`src/rtl/rv32i_fetch_unit.sv`:
```
// Purpose : RV32I instruction fetch front end; owns the PC, issues one imem request at a time, hands words to decode.
// Latency : best case 3 cycles per instruction (req+gnt N, rvalid N+1, o_fetch_valid N+2, next req N+3).
// Backpressure: the fetched entry is held stable in HOLD until i_decode_ready; fault entries hold until a redirect.
//
// Ports:
//   i_clk, i_rst              clock, asynchronous active-high reset
//   o_imem_req/o_imem_addr    memory request (addr = PC), held until i_imem_gnt
//   i_imem_gnt                request accepted this cycle
//   i_imem_rvalid/_rdata/_err response channel (err qualified by rvalid)
//   i_redirect/i_redirect_pc  control-flow redirect, highest priority
//   o_fetch_valid/_instruction/_pc/_fault  entry presented to decode
//   i_decode_ready            decode accepts the presented entry
//   o_fetch_count             number of accepted non-fault instructions (wraps)

module rv32i_fetch_unit #(
    parameter int unsigned          INSTRUCTION_WIDTH = 32,
    parameter int unsigned          WORD_SIZE         = 32,
    parameter logic [WORD_SIZE-1:0] RESET_PC          = '0
) (
    input  logic                         i_clk,
    input  logic                         i_rst,
    output logic                         o_imem_req,
    output logic [WORD_SIZE-1:0]         o_imem_addr,
    input  logic                         i_imem_gnt,
    input  logic                         i_imem_rvalid,
    input  logic [INSTRUCTION_WIDTH-1:0] i_imem_rdata,
    input  logic                         i_imem_err,
    input  logic                         i_redirect,
    input  logic [WORD_SIZE-1:0]         i_redirect_pc,
    output logic                         o_fetch_valid,
    output logic [INSTRUCTION_WIDTH-1:0] o_fetch_instruction,
    output logic [WORD_SIZE-1:0]         o_fetch_pc,
    output logic                         o_fetch_fault,
    input  logic                         i_decode_ready,
    output logic [31:0]                  o_fetch_count
);

    typedef enum logic [2:0] {
        S_IDLE  = 3'd0,
        S_REQ   = 3'd1,
        S_WAIT  = 3'd2,
        S_HOLD  = 3'd3,
        S_FAULT = 3'd4
    } state_t;

    localparam logic [INSTRUCTION_WIDTH-1:0] NOP = INSTRUCTION_WIDTH'(32'h0000_0013);

    state_t                         r_state;
    logic   [WORD_SIZE-1:0]         r_pc;
    logic   [INSTRUCTION_WIDTH-1:0] r_ir;
    logic                           r_drop;
    logic   [31:0]                  r_count;

    state_t                         w_state_nxt;
    logic   [WORD_SIZE-1:0]         w_pc_nxt;
    logic   [INSTRUCTION_WIDTH-1:0] w_ir_nxt;
    logic                           w_drop_nxt;
    logic   [31:0]                  w_count_nxt;

    logic                           w_req;
    logic                           w_gnt;
    logic                           w_misaligned;
    logic                           w_pending_after;

    // r_drop marks a request whose response must be thrown away. While it
    // is set no new request is raised, which keeps at most one request in
    // flight even when a redirect lands while memory still owes a response.
    assign w_req        = (r_state == S_REQ) && !r_drop;
    assign w_gnt        = w_req && i_imem_gnt;
    assign w_misaligned = |i_redirect_pc[1:0];

    // A response is still owed after this cycle if a grant is taken now, or
    // one was already owed and it does not arrive this cycle.
    assign w_pending_after = w_gnt ||
                             (((r_state == S_WAIT) || r_drop) && !i_imem_rvalid);

    always_ff @(posedge i_clk or posedge i_rst) begin
        if (i_rst) begin
            r_state <= S_IDLE;
            r_pc    <= RESET_PC;
            r_ir    <= NOP;
            r_drop  <= 1'b0;
            r_count <= '0;
        end else begin
            r_state <= w_state_nxt;
            r_pc    <= w_pc_nxt;
            r_ir    <= w_ir_nxt;
            r_drop  <= w_drop_nxt;
            r_count <= w_count_nxt;
        end
    end

    always_comb begin
        w_state_nxt = r_state;
        w_pc_nxt    = r_pc;
        w_ir_nxt    = r_ir;
        w_drop_nxt  = r_drop;
        w_count_nxt = r_count;

        // A stale response is consumed wherever it shows up.
        if (i_imem_rvalid && r_drop) begin
            w_drop_nxt = 1'b0;
        end

        if (i_redirect) begin
            // The held entry (if any) is discarded: no count, no pc+4.
            w_pc_nxt   = i_redirect_pc;
            w_drop_nxt = w_pending_after;
            if (w_misaligned) begin
                w_state_nxt = S_FAULT;
            end else if (w_gnt || ((r_state == S_WAIT) && !i_imem_rvalid)) begin
                w_state_nxt = S_WAIT;
            end else begin
                w_state_nxt = S_REQ;
            end
        end else begin
            unique case (r_state)
                S_IDLE: begin
                    w_state_nxt = S_REQ;
                end
                S_REQ: begin
                    if (w_gnt) begin
                        w_state_nxt = S_WAIT;
                    end
                end
                S_WAIT: begin
                    if (i_imem_rvalid) begin
                        if (r_drop) begin
                            w_state_nxt = S_REQ;
                        end else if (i_imem_err) begin
                            w_state_nxt = S_FAULT;
                        end else begin
                            w_ir_nxt    = i_imem_rdata;
                            w_state_nxt = S_HOLD;
                        end
                    end
                end
                S_HOLD: begin
                    if (i_decode_ready) begin
                        w_pc_nxt    = r_pc + WORD_SIZE'(4);
                        w_count_nxt = r_count + 32'd1;
                        w_state_nxt = S_REQ;
                    end
                end
                S_FAULT: begin
                    // Only a redirect leaves FAULT; decode ready is ignored.
                    w_state_nxt = S_FAULT;
                end
                default: begin
                    w_state_nxt = S_IDLE;
                end
            endcase
        end
    end

    // All handshake outputs decode from registers only.
    assign o_imem_req          = w_req;
    assign o_imem_addr         = r_pc;
    assign o_fetch_valid       = (r_state == S_HOLD) || (r_state == S_FAULT);
    assign o_fetch_fault       = (r_state == S_FAULT);
    assign o_fetch_instruction = (r_state == S_HOLD) ? r_ir : NOP;
    assign o_fetch_pc          = r_pc;
    assign o_fetch_count       = r_count;

endmodule

```
`config.mk`:
```
export PLATFORM = sky130hd
export DESIGN_NAME = rv32i_fetch_unit
export DESIGN_NICKNAME = d
export VERILOG_FILES = /design/src/rtl/rv32i_fetch_unit.sv
export SDC_FILE = /design/constraint.sdc
export NUM_CORES = 1
export LEC_CHECK = 0
export CELL_PAD_IN_SITES_DETAIL_PLACEMENT = 0
export CELL_PAD_IN_SITES_GLOBAL_PLACEMENT = 1
export CORE_MARGIN = 2
export CORE_UTILIZATION = 31
export CTS_BUF_LIST = sky130_fd_sc_hd__clkbuf_8
export CTS_CLUSTER_DIAMETER = 120
export DETAILED_ROUTE_END_ITERATION = 7
export GPL_TIMING_DRIVEN = 0
export PLACE_DENSITY_LB_ADDON = 0.05
export SLEW_MARGIN = 15
export SYNTH_ARGS = -nofsm -noshare
export SYNTH_HDL_FRONTEND = slang
export SYNTH_SLANG_ARGS = --single-unit
```
`constraint.sdc`:
```
create_clock -name i_clk -period 3.7 [get_ports i_clk]
set_clock_uncertainty 0.1 [all_clocks]
set_input_delay 1.11 -clock i_clk [delete_from_list [all_inputs] [get_ports i_clk]]
set_output_delay 1.11 -clock i_clk [all_outputs]
set_load 0.01 [all_outputs]
```
==> impl_metrics.ini <==
[drt]
wl_met2_microns = 6800
drt_wl_total_microns = 14400
drt_pre_antenna_iters = 4
wl_per_cell_microns = 15.3
drtIter0Drc = 149
top_layer = met4
met3_length_microns = 781
antenna_left = 0
drc_errors = 0
routedLengthMet1_microns = 6470
via_per_inst = 4.59
vias = 4307

[finish]
area_growth_pct = 50.1
nNetsFinal = 787
final_common_cell = clkdlybuf4s50_1
diodes = 0
final_cell_mix = clkdlybuf4s50_1 (201), dfrtp_1 (97), nand2_1 (59), mux2_2 (33), buf_4 (33)
drive_gt1_frac = 0.166

[global_routing]
grt_pass1_wl_microns = 22800
grt_max_degree = 35
globalRouteOverflowTotal = 0
antenna_found_initial = 0
grt_usage = 0.162
grt_pass1_vias = 4355

[critical_path]
worst_r2r_path_depth = 5
path_cells = buf_2 -> nor3b_4 -> clkbuf_2 -> and2_1 -> clkdlybuf4s50_1
reg2reg_from = o_fetch_pc[8]$_DFFE_PP0P_
cp.depth = 5
start_kind = register
crit_end = o_fetch_instruction[27]
cpLargestDelayFamily = buffers and inverters
cp_slowest_cell = clkdlybuf4s50_1
arrival_ps = 2260
path_class = register to output port
path_buf_inv = 3
crit_path_start = r_state[1]$_DFFE_PP0P_
r2r_end = o_fetch_pc[31]$_DFFE_PP0P_
crit_required_ps = 2490
r2r_slack_ps = 1220
end_kind = output port
crit_fanout = 10
slowest_delay_ps = 550

[yosys]
yosys_warnings = 0
synth_fp_nets = 572
synthXorXnorAreaFrac = 0.100
synth_edf_count = 0
synth.largest_area_cell = dfrtp_1
synth_compound_area_frac = 0.0463
syn_area_per_cell_sq_um = 10.5
seq_area_frac_synth = 0.480
ys_ff_latch = 100
synth_top_cell_area_share = 0.465
synth_cells = 499
synthArstFlopShare = 1.00
synth_top_family_by_area = simple AND/OR/NAND/NOR gates
synth-simple-area-share = 0.218
synth.distinct_cells = 50
synth_area_leaders = dfrtp_1 (47%), mux2_2 (7.1%), xnor2_1 (5.4%)
synth_fa_ha_area_frac = 0.00480
ys.flop_type = dfrtp_1
synth.mux.area_fraction = 0.0796
synth_area_sq_mm = 0.00522

[power]
ir_drop_mv = 0.197
p_leak_nw = 3.37
powerDensity_mw_per_mm2 = 359

[die]
die_y_microns = 134
io_pins = 202
fp.dieW_microns = 134
row_count = 47
coreArea_sq_mm = 0.0165
dieArea_sq_mm = 0.0179
start_util = 0.316

[clock_tree]
cts_buffers = 9
holdBufCountCts = 0
cts_setup_buffers = 0
htree_num_levels = 3
numClockSinks = 100
cts_tree = built
root_buffer = clkbuf_8
clockBufferDepth = 2
clk_pin_slew_ps = 100
clock_latency_ps = 380

[timing]
fin_tns_setup_ps = 0
hold_violations = 0
worst_pin_slew_ps = 992
fin_ws_ps = 227
hold_slack_ps = 371
final_max_slew_viol_count = 0
setup_violations = 0
relSlewSlack = 0.333
fin_crit_ps = 3470
rsz0062_at_grt = false
fin_crit_sh = 0.939
max_freq_mhz = 288

[placed_design]
gp_congestion = 0.743
dp_slack_ps = 161
hpwl_microns = 10800
portBuffers = 201

[hold_path]
hp-class = register to register

[run]
maxCapViolCount = 0

[status]
outcome = completed
## cell families (layout without fill, tap and decap cells)
family | Yosys count | after routing
muxes | 37 | 37
and+or+nand+nor | 197 | 197
buffers and inverters | 61 | 281
AOI/OAI and AO/OA | 43 | 43
DFF | 100 | 100
xor gates and xnor gates | 59 | 59
adders and majority gates | 2 | 2
## metrics by stage
stage / total power [W] / cells / cell area (sq um) / util
detailed placement: 0.00197 / 923 / 7570 / 0.458
floorplan: 0.00164 / 499 / 5220 / -
finish: 0.00281 / 939 / 7830 / 0.474
global route: 0.00296 / 939 / 7830 / 0.474
global placement: 0.00194 / 920 / 7510 / 0.454
CTS: 0.00285 / 939 / 7830 / 0.474
## cells in the mapped netlist (2+ instances only)
master / number
buf_4: 33
and3_1: 10
nand2_1: 59
dfstp_2: 3
nand4_2: 2
and2_1: 29
nor3_2: 7
ha_1: 2
nor2_1: 22
a21oi_1: 3
nor4_2: 2
dfrtp_1: 97
nor3_1: 7
nand4_1: 15
mux2_1: 3
nand3_1: 18
clkbuf_1: 10
o22ai_1: 2
and4_1: 4
inv_1: 13
mux2_2: 33
xor2_1: 26
nand2b_1: 6
nor3_4: 2
or4_4: 2
buf_2: 4
o21ai_0: 24
o21ai_1: 7
xnor2_1: 32
o22a_1: 2
## report_power, final
part           switching (W)  internal, W
Clock               0.000388     0.000483
Sequential          0.000103      0.00123
Combinational       0.000232     0.000377
## worst min path at each step
stage	endpoint	slack [ps]	depth (start not counted)	from
after global placement	o_fetch_count[31]$_DFFE_PP0P_	360	1	o_fetch_count[31]$_DFFE_PP0P_
after CTS	o_fetch_count[31]$_DFFE_PP0P_	370	1	o_fetch_count[31]$_DFFE_PP0P_
final	o_fetch_count[31]$_DFFE_PP0P_	370	1	o_fetch_count[31]$_DFFE_PP0P_
after global routing	o_fetch_count[31]$_DFFE_PP0P_	410	1	o_fetch_count[31]$_DFFE_PP0P_
after detailed placement	o_fetch_count[31]$_DFFE_PP0P_	360	1	o_fetch_count[31]$_DFFE_PP0P_
after floorplan	r_ir[11]$_DFFE_PP0P_	360	1	r_ir[11]$_DFFE_PP0P_
## state kept, by name, summed over array words and instances (netlist names)
| register | count |
|---|---|
| r_drop | 1 |
| r_state | 3 |
| r_ir | 32 |
| o_fetch_count | 32 |
| o_fetch_pc | 32 |
## metal layers
layer / track usage / up-vias
met3: 0.0365 / 19
met4: 0.0650 / 0
met2: 0.262 / 131
met1: 0.211 / 2063
li1: - / 2094
met5: 0 / -
## final cells by class
type / count / area [sq um]
Buffer: 48 / 320
Timing Repair Buffer: 204 / 2070
Sequential cell: 100 / 2510
Fill cell: 1592 / 8690
Tap cell: 220 / 275
Inverter: 13 / 52.6
Clock inverter: 5 / 98.8
Clock buffer: 11 / 151
Multi-Input combinational cell: 338 / 2360
## repair_timing
action	CTS	global route
setup endpoints to repair	30	30
gates resized for setup	2	6
hold endpoints to repair	0	0
Note: power is estimated with default switching activity, not from simulation.
